`config.mk`:
```
export PLATFORM = sky130hd
export DESIGN_NAME = puerto_serie_tx
export DESIGN_NICKNAME = d
export VERILOG_FILES = /design/src/rtl/puerto_serie_pkg.sv /design/src/rtl/fifo_sincrona.sv /design/src/rtl/puerto_serie_tx.sv
export SDC_FILE = /design/constraint.sdc
export NUM_CORES = 1
export LEC_CHECK = 0
export ABC_AREA = 1
export BUFFER_PORTS_ARGS = -buffer_cell sky130_fd_sc_hd__clkbuf_2
export CAP_MARGIN = 20
export CORE_UTILIZATION = 40
export CTS_BUF_LIST = sky130_fd_sc_hd__clkbuf_8
export CTS_CLUSTER_DIAMETER = 150
export DETAILED_ROUTE_END_ITERATION = 16
export PLACE_DENSITY = 0.69
export SKIP_CTS_REPAIR_TIMING = 1
export SYNTH_ARGS = -nofsm -noshare
export SYNTH_HDL_FRONTEND = slang
export SYNTH_SLANG_ARGS = --single-unit
```
`constraint.sdc`:
```
create_clock -name Reloj -period 2.4 [get_ports Reloj]
set_clock_uncertainty 0.2 [all_clocks]
set_input_delay 0.36 -clock Reloj [delete_from_list [all_inputs] [get_ports Reloj]]
set_output_delay 0.36 -clock Reloj [all_outputs]
set_load 0.005 [all_outputs]
```
`src/rtl/puerto_serie_pkg.sv`:
```
// Shared definitions for the memory-mapped serial transmitter:
// register offsets, status bit positions and transmit FSM states.
package puerto_serie_pkg;

   localparam logic [15:0] OFS_DATOS  = 16'd0;
   localparam logic [15:0] OFS_ESTADO = 16'd1;

   localparam int BIT_VACIO    = 0;
   localparam int BIT_LLENO    = 1;
   localparam int BIT_OCUPADO  = 2;
   localparam int BIT_DESBORDE = 3;

   typedef enum logic [1:0] {
      REPOSO,
      INICIO,
      DATOS,
      PARADA
   } estado_t;

endpackage

```
`src/rtl/fifo_sincrona.sv`:
```
// Small synchronous show-ahead FIFO. A push while full is accepted when a
// pop happens on the same edge, so the queue never stalls a back-to-back feed.
module fifo_sincrona #(
   parameter int WIDTH = 8,
   parameter int DEPTH = 4
) (
   input  logic                     clk,
   input  logic                     rst,
   input  logic                     push,
   input  logic                     pop,
   input  logic [WIDTH-1:0]         din,
   output logic [WIDTH-1:0]         dout,
   output logic                     Vacio,
   output logic                     Lleno,
   output logic [$clog2(DEPTH):0]   count
);

   localparam int PW = $clog2(DEPTH);
   localparam logic [PW:0] CNT_LLENO = (PW+1)'(DEPTH);

   logic [WIDTH-1:0] mem [DEPTH];
   logic [PW-1:0]    wr_ptr;
   logic [PW-1:0]    rd_ptr;
   logic             push_ok;
   logic             pop_ok;

   assign Vacio   = (count == '0);
   assign Lleno   = (count == CNT_LLENO);
   assign pop_ok  = pop & ~Vacio;
   assign push_ok = push & (~Lleno | pop_ok);
   assign dout    = mem[rd_ptr];

   // Pointer and occupancy bookkeeping; pointers wrap because DEPTH is a power of 2
   always_ff @(posedge clk) begin
      if (rst) begin
         wr_ptr <= '0;
         rd_ptr <= '0;
         count  <= '0;
      end else begin
         if (push_ok) wr_ptr <= wr_ptr + 1'b1;
         if (pop_ok)  rd_ptr <= rd_ptr + 1'b1;
         case ({push_ok, pop_ok})
            2'b10:   count <= count + 1'b1;
            2'b01:   count <= count - 1'b1;
            default: count <= count;
         endcase
      end
   end

   // Storage array, left unreset since the pointers define what is valid
   always_ff @(posedge clk) begin
      if (push_ok) mem[wr_ptr] <= din;
   end

endmodule

```
`src/rtl/puerto_serie_tx.sv`:
```
// Bus-attached 8N1 serial transmitter: address decode, status read mux,
// sticky overflow flag, byte FIFO and the transmit FSM with its bit timer.
module puerto_serie_tx
   import puerto_serie_pkg::*;
#(
   parameter logic [15:0] BASE_ADDR    = 16'hFFF0,
   parameter int          CLKS_PER_BIT = 16,
   parameter int          FIFO_DEPTH   = 4
) (
   input  logic        Reloj,
   input  logic        Reiniciar,
   input  logic [15:0] Direcciones,
   input  logic [15:0] DatosEntrada,
   output logic [15:0] DatosSalida,
   output logic        DatosOe,
   input  logic        oeM,
   input  logic        WR,
   output logic        Tx,
   output logic        Ocupado
);

   localparam int           CW    = $clog2(FIFO_DEPTH) + 1;
   localparam int           TW    = $clog2(CLKS_PER_BIT);
   localparam logic [TW-1:0] T_FIN = TW'(CLKS_PER_BIT - 1);

   estado_t       estado;
   logic [TW-1:0] timer;
   logic [2:0]    bit_idx;
   logic [7:0]    desplaz;
   logic          desborde;

   logic          hit_datos;
   logic          hit_estado;
   logic          esc_datos;
   logic          esc_estado;
   logic          lectura;
   logic          pop_tx;
   logic [7:0]    fifo_dout;
   logic          vacio;
   logic          lleno;
   logic [CW-1:0] fifo_count;
   logic [15:0]   estado_reg;
   logic          unused_bits;

   assign hit_datos  = (Direcciones == BASE_ADDR + OFS_DATOS);
   assign hit_estado = (Direcciones == BASE_ADDR + OFS_ESTADO);
   assign esc_datos  = oeM & WR & hit_datos;
   assign esc_estado = oeM & WR & hit_estado;
   assign lectura    = oeM & ~WR & (hit_datos | hit_estado);
   assign Ocupado    = (estado != REPOSO) | ~vacio;
   assign unused_bits = ^{fifo_count, DatosEntrada[15:8]};

   fifo_sincrona #(
      .WIDTH (8),
      .DEPTH (FIFO_DEPTH)
   ) u_fifo (
      .clk   (Reloj),
      .rst   (Reiniciar),
      .push  (esc_datos),
      .pop   (pop_tx),
      .din   (DatosEntrada[7:0]),
      .dout  (fifo_dout),
      .Vacio (vacio),
      .Lleno (lleno),
      .count (fifo_count)
   );

   // Pop a new byte when idle, or at the last stop-bit cycle to chain frames
   always_comb begin
      pop_tx = 1'b0;
      case (estado)
         REPOSO:  pop_tx = ~vacio;
         PARADA:  pop_tx = (timer == '0) & ~vacio;
         default: pop_tx = 1'b0;
      endcase
   end

   // Status word and bus read mux; data address reads back as zero
   always_comb begin
      estado_reg               = '0;
      estado_reg[BIT_VACIO]    = vacio;
      estado_reg[BIT_LLENO]    = lleno;
      estado_reg[BIT_OCUPADO]  = Ocupado;
      estado_reg[BIT_DESBORDE] = desborde;
      DatosOe     = lectura;
      DatosSalida = (lectura & hit_estado) ? estado_reg : 16'h0000;
   end

   // Sticky overflow: set on a dropped byte, cleared by a status write of bit 3
   always_ff @(posedge Reloj) begin
      if (Reiniciar) begin
         desborde <= 1'b0;
      end else if (esc_datos & lleno & ~pop_tx) begin
         desborde <= 1'b1;
      end else if (esc_estado & DatosEntrada[BIT_DESBORDE]) begin
         desborde <= 1'b0;
      end
   end

   // Transmit FSM: start bit, 8 data bits LSB first, stop bit, each CLKS_PER_BIT long
   always_ff @(posedge Reloj) begin
      if (Reiniciar) begin
         estado  <= REPOSO;
         timer   <= '0;
         bit_idx <= '0;
         Tx      <= 1'b1;
      end else begin
         case (estado)
            REPOSO: begin
               Tx <= 1'b1;
               if (!vacio) begin
                  desplaz <= fifo_dout;
                  timer   <= T_FIN;
                  Tx      <= 1'b0;
                  estado  <= INICIO;
               end
            end
            INICIO: begin
               if (timer == '0) begin
                  timer   <= T_FIN;
                  bit_idx <= '0;
                  Tx      <= desplaz[0];
                  estado  <= DATOS;
               end else begin
                  timer <= timer - 1'b1;
               end
            end
            DATOS: begin
               if (timer == '0) begin
                  timer <= T_FIN;
                  if (bit_idx == 3'd7) begin
                     Tx     <= 1'b1;
                     estado <= PARADA;
                  end else begin
                     bit_idx <= bit_idx + 1'b1;
                     desplaz <= {1'b0, desplaz[7:1]};
                     Tx      <= desplaz[1];
                  end
               end else begin
                  timer <= timer - 1'b1;
               end
            end
            PARADA: begin
               if (timer == '0) begin
                  if (!vacio) begin
                     desplaz <= fifo_dout;
                     timer   <= T_FIN;
                     Tx      <= 1'b0;
                     estado  <= INICIO;
                  end else begin
                     Tx     <= 1'b1;
                     estado <= REPOSO;
                  end
               end else begin
                  timer <= timer - 1'b1;
               end
            end
            default: begin
               Tx     <= 1'b1;
               estado <= REPOSO;
            end
         endcase
      end
   end

endmodule
```
-- Word-level counts from Yosys, hierarchy flattened
Memories as Yosys holds them, arrays and structs flattened. A register that Yosys moved wholly into a read port is not among the register bits.
Cells that the tools add are included.
- register bits after elaboration: 26
- bits in read-only memories: 0
- word-level logic and storage cells: 99
- bits in latches: 0
- input bits: 36
- memory bits (writable): 32
- memories kept: 1
- output and inout port bits: 19
- memory list (name ; depth ; bits a word ; rd ports ; clocked after Yosys merged registers in ; write ports ; line ; source):
    u_fifo.mem ; 4 ; 8 ; 1 ; 1 ; 1 ; fifo_sincrona.sv:21 ; logic [WIDTH-1:0] mem [DEPTH];
- bitwise gates (word level): 20
- shift-type cells: 0
- order comparisons: 0
- reduce and logical (&&, ||, !) cells: 13
- divide/modulo/power cells: 0
- multiplexer cells: 35
- eq/ne operators: 15
- $add $sub $neg: 6
- multipliers: 0
- operators by type and width (operator ; count):
    $eq A16 B16 Y1 const B ; 2
    $mux W8 ; 4
    $pmux W8 S3 ; 1
    $mux W4 ; 4
    $mux W2 ; 7
    $and A1 B1 Y1 ; 12
    $ne A2 B2 Y1 const B ; 6
    $pmux W3 S2 ; 2
    $pmux W4 S3 ; 1
    $mux W1 ; 10
    $reduce_and A5 Y1 ; 2
    $mux W3 ; 3
    $pmux W2 S4 ; 1
    $reduce_bool A2 Y1 ; 4
    $add A3 B1 Y3 const B ; 2
    $eq A2 B2 Y1 const B ; 3
    $eq A3 B3 Y1 const B ; 2
    $not A1 Y1 ; 5
    $add A2 B1 Y2 const B ; 2
    $eq A2 B1 Y1 const B ; 2
    $logic_not A4 Y1 ; 1
    $pmux W1 S4 ; 1
    $reduce_and A4 Y1 ; 1
    $sub A4 B1 Y4 const B ; 1
    8 further kinds ; 10

-- Logic depth before layout (Yosys ltp)
Gate-level depths: netlist of the first run.
- depth in word-level cells: 9
- mapped depth: 15
- mapped depth without buffers: 14

-- By module
From an unflattened synthesis of the first run, not the netlist that was laid out.
- cell total of the unflattened synthesis: 333
- area, all modules: 3020.4 µm²
- modules (own cells, without submodules) (module ; seq. area each (µm²) ; cells an instance ; area an instance (µm²) ; instances):
    fifo_sincrona ; 1141.1 ; 140 ; 1665.3 ; 1
    puerto_serie_tx ; 460.4 ; 193 ; 1355.0 ; 1

-- Worst setup path after synthesis of the first run
No wires, ideal clock.
- path kind: reg-to-reg
- start point: reg estado[0]
- end point: reg u_fifo.count[2]
- arrival: 2.128 ns
- required time: 2.074 ns
- buffers on the path: 1
- stages on the path, launching flop included: 16
- setup time: 0.126 ns
- period minus slack after synthesis: 2.455 ns
- path slack: -0.055 ns
- cells stage by stage: dfxtp_1 -> inv_1 -> ha_1 -> buf_2 -> inv_1 -> nand2_2 -> nand2_4 -> nand2_4 -> nand2_4 -> ha_1 -> inv_1 -> fa_1 -> a21oi_1 -> o21ai_0 -> o21ai_0 -> a21oi_1
- word-level cells in the longest chain between the ends: 7
- elaborated cells between the ends (all ways): 10
- those cells by class: 3 x eq/ne; 2 x mux; 3 x bitwise; 2 x reduce/logical
- ends and longest elaborated chain (element ; line ; source):
    start: declaration ; puerto_serie_tx.sv:26 ; estado_t estado;
    start signal: assignment ; puerto_serie_tx.sv:103 ; estado <= REPOSO;
    start signal: assignment ; puerto_serie_tx.sv:115 ; estado <= INICIO;
    start signal: assignment ; puerto_serie_tx.sv:123 ; estado <= DATOS;
    $eq A2 B2 Y1 / $logic_not A2 Y1 (equally long branches) ; puerto_serie_tx.sv:71 ; case (estado)
    $pmux W1 S2 (*) ; puerto_serie_tx.sv:71 ;
    $and A1 B1 Y1 (*) ; fifo_sincrona.sv:29 ; assign pop_ok = pop & ~Vacio;
    $or A1 B1 Y1 ; fifo_sincrona.sv:30 ; assign push_ok = push & (~Lleno | pop_ok);
    $and A1 B1 Y1 ; fifo_sincrona.sv:30 ;
    $eq A2 B1 Y1 / $eq A2 B2 Y1 (equally long branches) ; fifo_sincrona.sv:42 ; case ({push_ok, pop_ok})
    $pmux W3 S2 / $reduce_bool A2 Y1 (equally long branches) ; - ;
    end signal: assignment ; fifo_sincrona.sv:43 ; 2'b10: count <= count + 1'b1;
    end signal: assignment ; fifo_sincrona.sv:44 ; 2'b01: count <= count - 1'b1;
    end signal: assignment ; fifo_sincrona.sv:45 ; default: count <= count;
    end: declaration ; fifo_sincrona.sv:15 ; output logic [$clog2(DEPTH):0] count
Every way passes the cells marked *; elsewhere a longest branch is shown, timed or not.
A chain may end at the register's enable or synchronous reset.

-- Worst setup path after layout of the first run
- start point: reg estado[0]
- end point: reg u_fifo.count[2]
- word-level cells in the longest chain between the ends: 7
- elaborated cells between the ends (all ways): 10
- those cells by class: 3 x eq/ne; 2 x mux; 3 x bitwise; 2 x reduce/logical
- ends and longest elaborated chain (element ; line ; source):
    $eq A2 B2 Y1 / $logic_not A2 Y1 (equally long branches) ; puerto_serie_tx.sv:71 ;
    $pmux W1 S2 (*) ; puerto_serie_tx.sv:71 ;
    $and A1 B1 Y1 (*) ; fifo_sincrona.sv:29 ;
    net u_fifo.pop_ok ; fifo_sincrona.sv:25 ; logic pop_ok;
    $or A1 B1 Y1 ; fifo_sincrona.sv:30 ;
    $and A1 B1 Y1 ; fifo_sincrona.sv:30 ;
    $eq A2 B1 Y1 / $eq A2 B2 Y1 (equally long branches) ; fifo_sincrona.sv:42 ;
    $pmux W3 S2 / $reduce_bool A2 Y1 (equally long branches) ; - ;
The timed path passes the listed nets; every way through them passes the cells marked *.

==> impl_metrics.json, run 1 <==
{
  "synthCells": 323,
  "hold_viol_final": 0,
  "fp.dieH_um": 89.22,
  "synth_edf_count": 40,
  "die-area_sq_mm": 0.007960,
  "r2r-start": "estado[0]",
  "wirelength_mm": 5.698,
  "cts_tree": "yes",
  "setup_violations": 0,
  "synth.ff_latch_count": 60,
  "gp_congestion": 0.7817,
  "clk_pin_slew_worst_paths_ns": 0.07,
  "p_sw_frac": 0.3532,
  "regToRegSetupSlack_ns": 0.13,
  "grt_usage": 0.1577,
  "area.growth.synth_to_final_pct": 16.94,
  "fin_crit_sh": 0.9456,
  "placed_area_sq_mm": 0.003349,
  "synthTopCellsByArea": "edfxtp_1 (39%), dfxtp_1 (13%), nand2_1 (6.7%)",
  "dr.pass1.iters": 4,
  "numCtsBuffers": 9,
  "max_freq_mhz": 440.6,
  "core_sq_mm": 0.007292,
  "pwr-share-comb": 0.348,
  "regArea_sq_mm": 0.001603,
  "initial_core_util": 0.4173,
  "critical_path_class": "flop to flop",
  "wl_per_cell_um": 11.92,
  "synth_top_area_cell": "edfxtp_1",
  "final_cells": 478,
  "grt_pass1_vias": 2086,
  "ir_worst_vdd_mv": 0.3873,
  "largest_reg_flops": 32,
  "insertion_delay_ns": 0.34,
  "die_x_um": 89.22,
  "intPower_mw": 2.153,
  "top_regs": "u_fifo.mem x32, desplaz x8, timer x4",
  "seqPwrFrac": 0.390,
  "drv_cap": 0,
  "hp-class": "input pin to flop",
  "top_register": "u_fifo.mem",
  "tns_ns": 0,
  "grt_max_degree": 17,
  "synth.distinct_cells": 37,
  "p_leak_nw": 1.486,
  "pwr-share-clk": 0.262,
  "hold_start": "DatosEntrada[0]",
  "syn_area_sq_mm": 0.003043,
  "setup_ws_ns": 0.1306,
  "via_count": 2293,
  "vias_per_cell": 4.797,
  "cp-start-kind": "flop",
  "seq_area_frac_synth": 0.5263,
  "rows": 31,
  "endpoint_kind": "flop",
  "multi_input_area_sq_mm": 0.001246,
  "nFillCells": 707,
  "drive_gt1_frac": 0.2348,
  "pin_count": 55,
  "stdcell_area_sq_mm": 0.003558,
  "fin_nets": 424,
  "finalMaxSlewViolations": 0,
  "clockBufferDepth": 2,
  "hpwl_mm": 4.072,
  "relSlewSlack": 0.6612,
  "synth_ff_type": "edfxtp_1",
  "power_density_mw_per_mm2": 935.5,
  "io_buffer_count": 34,
  "avgSynthCellArea_sq_um": 9.421,
  "drc_errors": 0,
  "hold_depth": 1,
  "status": "completed",
  "clk_root_buffer_cell": "clkbuf_8",
  "postRouteAntennaNets": 0,
  "overflow": 0,
  "reg2reg_to": "u_fifo.count[2]",
  "grt_pass1_wl_mm": 9.321,
  "cts_sinks": 60,
  "crit_fanout": 4,
  "antenna_found_initial": 0,
  "fin_crit_ns": 2.269,
  "final_util": 0.4880,
  "h-tree-depth": 3,
  "drtIter0Drc": 163,
  "worstRegToRegCells": 12,
  "crit_required_ns": 2.42,
  "dpl_worst_slack_ns": 0.01248,
  "ys_async_sr_fraction": 0,
  "min_to": "u_fifo.mem[1][0]",
  "yosysWarnings": 0,
  "placed_cells": 462,
  "worst_pin_slew_ns": 0.5082,
  "cp.arrival_ns": 2.29,
  "synth_top_cell_area_share": 0.3947,
  "p_switching_mw": 1.176,
  "antenna_cells": 0
}
[metal layers]
metal / routed length [um] / track usage / vias up
met5: 0 / 0 / -
met4: 129 / 0.07937 / 0
met3: 220 / 0.04063 / 11
met2: 2678 / 0.2512 / 52
met1: 2669 / 0.1994 / 1066
li1: - / - / 1164
[layout make-up]
class,instances,share of cell area
clock inverter,7,0.01864
multi-input combinational,223,0.3502
tap,99,0.03481
clock buffer,9,0.03481
sequential,60,0.4504
inverter,32,0.03376
timing repair buffer,48,0.07736
[critical path, stage by stage (launching register included)]
cell,delay (ns)
dfxtp_2,0.35
inv_1,0.08
ha_4,0.25
a21oi_4,0.14
nand2_4,0.09
inv_2,0.06
ha_1,0.13
inv_1,0.08
fa_2,0.36
a21oi_2,0.13
o21ai_1,0.10
o21ai_1,0.12
a21oi_1,0.05
[Yosys cell counts (4+ instances only)]
library cell	n
nand3_1	17
buf_4	14
ha_1	13
inv_1	27
a21oi_1	18
o21ai_0	24
o22ai_1	8
nor2_1	41
nand2_4	5
edfxtp_1	40
nand2_1	54
dfxtp_1	20
inv_2	4
[power groups by stage]
stage / clock network [mW] / logic (mW) / registers (mW)
after floorplan: 0 / 0.859 / 1.30
after global placement: 0 / 1.10 / 1.31
after detailed placement: 0 / 1.12 / 1.32
after CTS: 0.887 / 1.13 / 1.30
after global routing: 0.938 / 1.30 / 1.31
final: 0.873 / 1.16 / 1.30
[cells by family (layout without fill, tap and decap cells)]
family          count (synthesis)  in the layout  synth area share
xor+xnor                        3              3          0.008636
flops                          60             60            0.5263
fa+ha+maj                      14             14           0.06003
simple gates                  134            134            0.2076
compound gates                 60             60            0.1123
buf+inv                        51             96           0.08388
other cells                     1             12          0.001232
[worst max path at each step]
stage / cells past startpoint / start / slack [ns] / to
6_report: 12 / estado[0] / 0.13 / u_fifo.count[2]
5_1_grt: 12 / estado[0] / -0.02 / u_fifo.count[2]
4_1_cts: 12 / estado[1] / 0.007 / u_fifo.count[2]
3_5_place_dp: 12 / estado[1] / 0.01 / u_fifo.count[2]
3_3_place_gp: 12 / estado[0] / 0.04 / u_fifo.count[2]
2_1_floorplan: 15 / estado[0] / 0.03 / u_fifo.count[2]
[stage by stage]
step / total power, mW / hold slack [ns]
after floorplan: 2.164 / 0.2392
after global placement: 2.417 / 0.2516
after detailed placement: 2.440 / 0.2590
after CTS: 3.313 / 0.02851
after global routing: 3.552 / 0.03139
final: 3.329 / 0.03991
[cells in the final DEF, fill, tap and decap left out, types with 3 or more instances in the layout]
| master | count |
|---|---|
| nand2_1 | 54 |
| nor2_1 | 41 |
| edfxtp_1 | 40 |
| clkbuf_2 | 34 |
| inv_1 | 26 |
| o21ai_0 | 22 |
| dfxtp_1 | 19 |
| nand3_1 | 17 |
| a21oi_1 | 17 |
| buf_4 | 14 |
| ha_1 | 12 |
| conb_1 | 12 |
| clkbuf_8 | 9 |
| o22ai_1 | 8 |
| inv_2 | 5 |
| nand2_4 | 5 |
| o21ai_1 | 5 |
| nor2_4 | 3 |
| nand3_2 | 3 |
| clkinv_1 | 3 |
| a21oi_2 | 3 |
No activity file was read; power rests on OpenSTA's default activity.
==> run 2: changes to the inputs <==
- CORE_ASPECT_RATIO: default -> 0.9
==> impl_metrics.json, run 2 (synthesis gave the netlist of run 1 again) <==
{
  "critical_path_class": "flop to flop",
  "crit_fanout": 5,
  "mostFrequentLayoutCell": "nand2_1",
  "cp.arrival_ns": 2.25,
  "max_freq_mhz": 446.8,
  "area.growth.synth_to_final_pct": 17.76,
  "drive_gt1_frac": 0.2381,
  "vias_per_cell": 4.856,
  "initial_core_util": 0.4214,
  "gp_congestion": 0.7755,
  "top_register": "u_fifo.mem",
  "most-common-layout-cells": "nand2_1 (54), nor2_1 (41), edfxtp_1 (40), clkbuf_2 (34), inv_1 (28)",
  "postRouteAntennaNets": 0,
  "insertion_delay_ns": 0.33,
  "grt_max_degree": 17,
  "power_density_mw_per_mm2": 965.7,
  "overflow": 0,
  "hold_viol_final": 0,
  "via_count": 2287,
  "p_leak_nw": 1.504,
  "finalMaxSlewViolations": 0,
  "fin_crit_sh": 0.9325,
  "drc_errors": 0,
  "rows": 29,
  "drv_cap": 0,
  "antenna_cells": 0,
  "grt_pass1_vias": 2196,
  "status": "completed",
  "drtIter0Drc": 130,
  "fin_nets": 423,
  "hold_slack_ns": 0.04516,
  "stdcell_area_sq_mm": 0.003583,
  "clk_root_buffer_cell": "clkbuf_8",
  "crit_required_ns": 2.41,
  "wl_per_cell_um": 12.39,
  "pin_count": 55,
  "hpwl_mm": 4.204,
  "ir_worst_vdd_mv": 0.4401,
  "wirelength_mm": 5.835,
  "cp-start-kind": "flop",
  "largest_reg_flops": 32,
  "grt_pass1_wl_mm": 10.01,
  "core_sq_mm": 0.007221,
  "top_regs": "u_fifo.mem x32, desplaz x8, timer x4",
  "tns_ns": 0,
  "hp-class": "input pin to flop",
  "endpoint_kind": "flop",
  "rsz0062_at_grt": "no",
  "setup_violations": 0,
  "cts_sinks": 60,
  "io_buffer_count": 34,
  "clockBufferDepth": 2,
  "placed_area_sq_mm": 0.003334,
  "clk_pin_slew_worst_paths_ns": 0.07,
  "fin_crit_ns": 2.238,
  "h-tree-depth": 3,
  "dr.pass1.iters": 4,
  "die_x_um": 93.94,
  "grt_usage": 0.1626,
  "numCtsBuffers": 9,
  "fp.dieH_um": 84.75,
  "antenna_found_initial": 0,
  "cts_tree": "yes",
  "die-area_sq_mm": 0.007961
}
==> run 2: changes by cell type in the layout (fill, tap and decap cells not counted), sizes merged <==
cell      before  now
buf           14   13
bufinv         1    2
clkbuf        43   44
clkinv         4    2
clkinvlp       2    1
inv           32   33
==> run 2: per-stage QoR <==
stage          total power [mW]  cells  utilization  setup WS, ns
6_report                  3.461    471       0.4963        0.1619
5_1_grt                   3.700    471       0.4963       0.02623
4_1_cts                   3.425    471       0.4919      0.002705
3_5_place_dp              2.434    455       0.4618      0.007845
3_3_place_gp              2.411    455       0.4618       0.05896
2_1_floorplan             2.164    334            -       0.02784
==> run 2: final cells by class <==
type	count	area, sq um
Clock inverter	6	80.08
Clock buffer	10	137.6
Inverter	32	120.1
Multi-Input combinational cell	223	1257
Sequential cell	60	1604
Fill cell	657	3637
Tap cell	93	116.4
Timing Repair Buffer	47	267.8
==> run 2: path summary, 6_finish.rpt <==
path	end	depth (start not counted)	slack (ns)	start
setup / recovery	u_fifo.count[2]	14	0.16	estado[0]
hold / removal	u_fifo.mem[0][1]	1	0.05	DatosEntrada[1]
setup reg to reg	u_fifo.count[2]	14	0.16	estado[0]
hold reg to reg	desborde	2	0.27	desborde
==> run 2: routing by layer <==
layer / global-route usage / vias to the layer above / share of wire
met5: 0 / - / 0
li1: - / 1166 / -
met3: 0.04076 / 4 / 0.039
met2: 0.2747 / 70 / 0.49
met4: 0.05874 / 0 / 0.0075
met1: 0.2002 / 1047 / 0.46
==> run 2: where the power goes <==
group / switching, mW / internal, mW
logic: 0.706 / 0.462
clock network: 0.393 / 0.604
registers: 0.0712 / 1.22
==> run 2: worst max-delay path, stage by stage, from the launching register on <==
cell and delay [ns]:
dfxtp_2 0.32, buf_4 0.14, ha_2 0.19, nand3_2 0.07, nand2_2 0.06, nand2_4 0.09, nand2_4 0.05, nand2_4 0.05
ha_1 0.13, inv_1 0.07, fa_2 0.34, a21oi_1 0.15, o21ai_1 0.09, o21ai_1 0.12, a21oi_1 0.06
==> run 3: changes to the inputs <==
--- a/constraint.sdc
+++ b/constraint.sdc
@@ -4,2 +4,2 @@
 set_output_delay 0.36 -clock Reloj [all_outputs]
-set_load 0.005 [all_outputs]
+set_load 0.05 [all_outputs]
==> impl_metrics.json, run 3 (synthesis gave the netlist of run 1 again) <==
{
  "status": "completed",
  "ir_worst_vdd_mv": 0.4407,
  "numCtsBuffers": 9,
  "cts_sinks": 60,
  "setup_violations": 0,
  "critical_path_class": "flop to flop",
  "drive_gt1_frac": 0.2427,
  "cpPeakStageDelay_ns": 0.39,
  "via_count": 2341,
  "antenna_found_initial": 0,
  "fp.dieH_um": 84.75,
  "top_regs": "u_fifo.mem x32, desplaz x8, timer x4",
  "seqPwrFrac": 0.372,
  "die_x_um": 93.94,
  "placed_cells": 456,
  "finalMaxSlewViolations": 0,
  "reg2reg_to": "u_fifo.count[2]",
  "vias_per_cell": 4.960,
  "regArea_sq_mm": 0.001604,
  "drv_cap": 0,
  "final_cells": 472,
  "mostFrequentLayoutCell": "nand2_1",
  "gp_congestion": 0.7657,
  "endpoint_kind": "flop",
  "pwr-share-comb": 0.366,
  "top_register": "u_fifo.mem",
  "overflow": 0,
  "power_density_mw_per_mm2": 981.9,
  "wirelength_mm": 5.901,
  "hold_depth": 1,
  "drc_errors": 0,
  "area.growth.synth_to_final_pct": 17.15,
  "regToRegSetupSlack_ns": 0.13,
  "die-area_sq_mm": 0.007961,
  "cp.arrival_ns": 2.30,
  "pin_count": 55,
  "r2r-start": "estado[0]",
  "largest_reg_flops": 32,
  "worstRegToRegCells": 12,
  "drtIter0Drc": 145,
  "grt_pass1_vias": 2212,
  "stdcell_area_sq_mm": 0.003565,
  "hp-class": "input pin to flop",
  "antenna_cells": 0,
  "clk_pin_slew_worst_paths_ns": 0.07,
  "multi_input_area_sq_mm": 0.001249,
  "fin_crit_sh": 0.9458,
  "max_freq_mhz": 440.5,
  "io_buffer_count": 34,
  "rsz0062_at_grt": "no",
  "core_sq_mm": 0.007221,
  "clk_root_buffer_cell": "clkbuf_8",
  "cpMaxStageDelayCell": "fa_1",
  "grt_pass1_wl_mm": 10.11,
  "placed_area_sq_mm": 0.003348,
  "crit_required_ns": 2.43,
  "grt_max_degree": 17,
  "intPower_mw": 2.168,
  "cp_cell_sequence": "inv_2, ha_4, a21oi_4, nand2_4, inv_2, ha_1, inv_1, fa_1, a21oi_1, o21ai_1, o21ai_1, a21oi_1",
  "postRouteAntennaNets": 0,
  "hpwl_mm": 4.155,
  "rows": 29,
  "clockBufferDepth": 2,
  "hold_viol_final": 0,
  "initial_core_util": 0.4214,
  "cts_tree": "yes",
  "wl_per_cell_um": 12.50,
  "insertion_delay_ns": 0.35,
  "pwr-share-clk": 0.262,
  "p_switching_mw": 1.333,
  "fin_crit_ns": 2.270,
  "p_leak_nw": 1.495,
  "min_to": "u_fifo.mem[0][2]",
  "hold_start": "DatosEntrada[2]",
  "p_sw_frac": 0.3807,
  "h-tree-depth": 3,
  "most-common-layout-cells": "nand2_1 (54), nor2_1 (41), edfxtp_1 (40), clkbuf_2 (34), inv_1 (26)",
  "cp-start-kind": "flop",
  "dr.pass1.iters": 4,
  "grt_usage": 0.1648,
  "fin_nets": 424,
  "crit_fanout": 4,
  "nFillCells": 631
}
==> run 3: cell count changes in the layout (fill, tap and decap cells not counted), sizes merged <==
cell / delta
bufinv: -1
clkbuf: -1
clkinv: +1
buf: +1
inv: +1
==> run 3: worst max-delay path: cells and delay by family, from the launching register on <==
| kind | cells | cell delay (ns) |
|---|---|---|
| adder cells (fa/ha/maj) | 3 | 0.76 |
| AND/OR/NAND/NOR | 1 | 0.09 |
| buffers and inverters | 3 | 0.18 |
| AO/OA/AOI/OAI | 5 | 0.56 |
| flip-flops | 1 | 0.36 |
==> run 3: worst max-delay path by stage <==
stage	from	end	slack, ns	cells past startpoint
final	estado[0]	u_fifo.count[2]	0.13	12
after global routing	estado[0]	u_fifo.count[2]	0.02	12
after CTS	estado[1]	u_fifo.count[2]	-0.03	12
after detailed placement	estado[1]	u_fifo.count[2]	-0.003	12
after global placement	estado[0]	u_fifo.count[2]	0.04	12
after floorplan	estado[0]	u_fifo.count[2]	0.03	15
==> run 3: layout make-up <==
class	instances	area share
flip-flops and latches	60	0.4500
multi-input cells	223	0.3503
repair buffers	48	0.07722
clock buffers	9	0.03475
inverters	32	0.03370
well taps	93	0.03264
clock inverters	7	0.02141
==> run 3: per-layer routing <==
metal	vias to the layer above	global-route usage	routed length, um
met5	-	0	0
met4	0	0.07552	113
met3	9	0.03895	205
li1	1176	-	-
met1	1097	0.2102	2766
met2	59	0.2641	2815
==> run 3: per-stage QoR <==
step / setup slack (ns) / total power [mW] / util / hold WS, ns / setup TNS (ns)
finish: 0.1301 / 3.500 / 0.4937 / 0.03264 / 0
global route: 0.01605 / 3.726 / 0.4937 / 0.02769 / 0
CTS: -0.02517 / 3.481 / 0.4914 / 0.02083 / -0.02517
detailed placement: -0.003362 / 2.556 / 0.4637 / 0.2544 / -0.003362
global placement: 0.03589 / 2.539 / 0.4637 / 0.2530 / 0
floorplan: 0.02785 / 2.280 / - / 0.2392 / 0
==> run 3: power groups by stage <==
| stage | clock [mW] | combinational (mW) | sequential, mW |
|---|---|---|---|
| after floorplan | 0 | 0.948 | 1.33 |
| after global placement | 0 | 1.22 | 1.31 |
| after detailed placement | 0 | 1.24 | 1.32 |
| after CTS | 0.933 | 1.25 | 1.30 |
| after global routing | 0.979 | 1.43 | 1.31 |
| final | 0.917 | 1.28 | 1.30 |
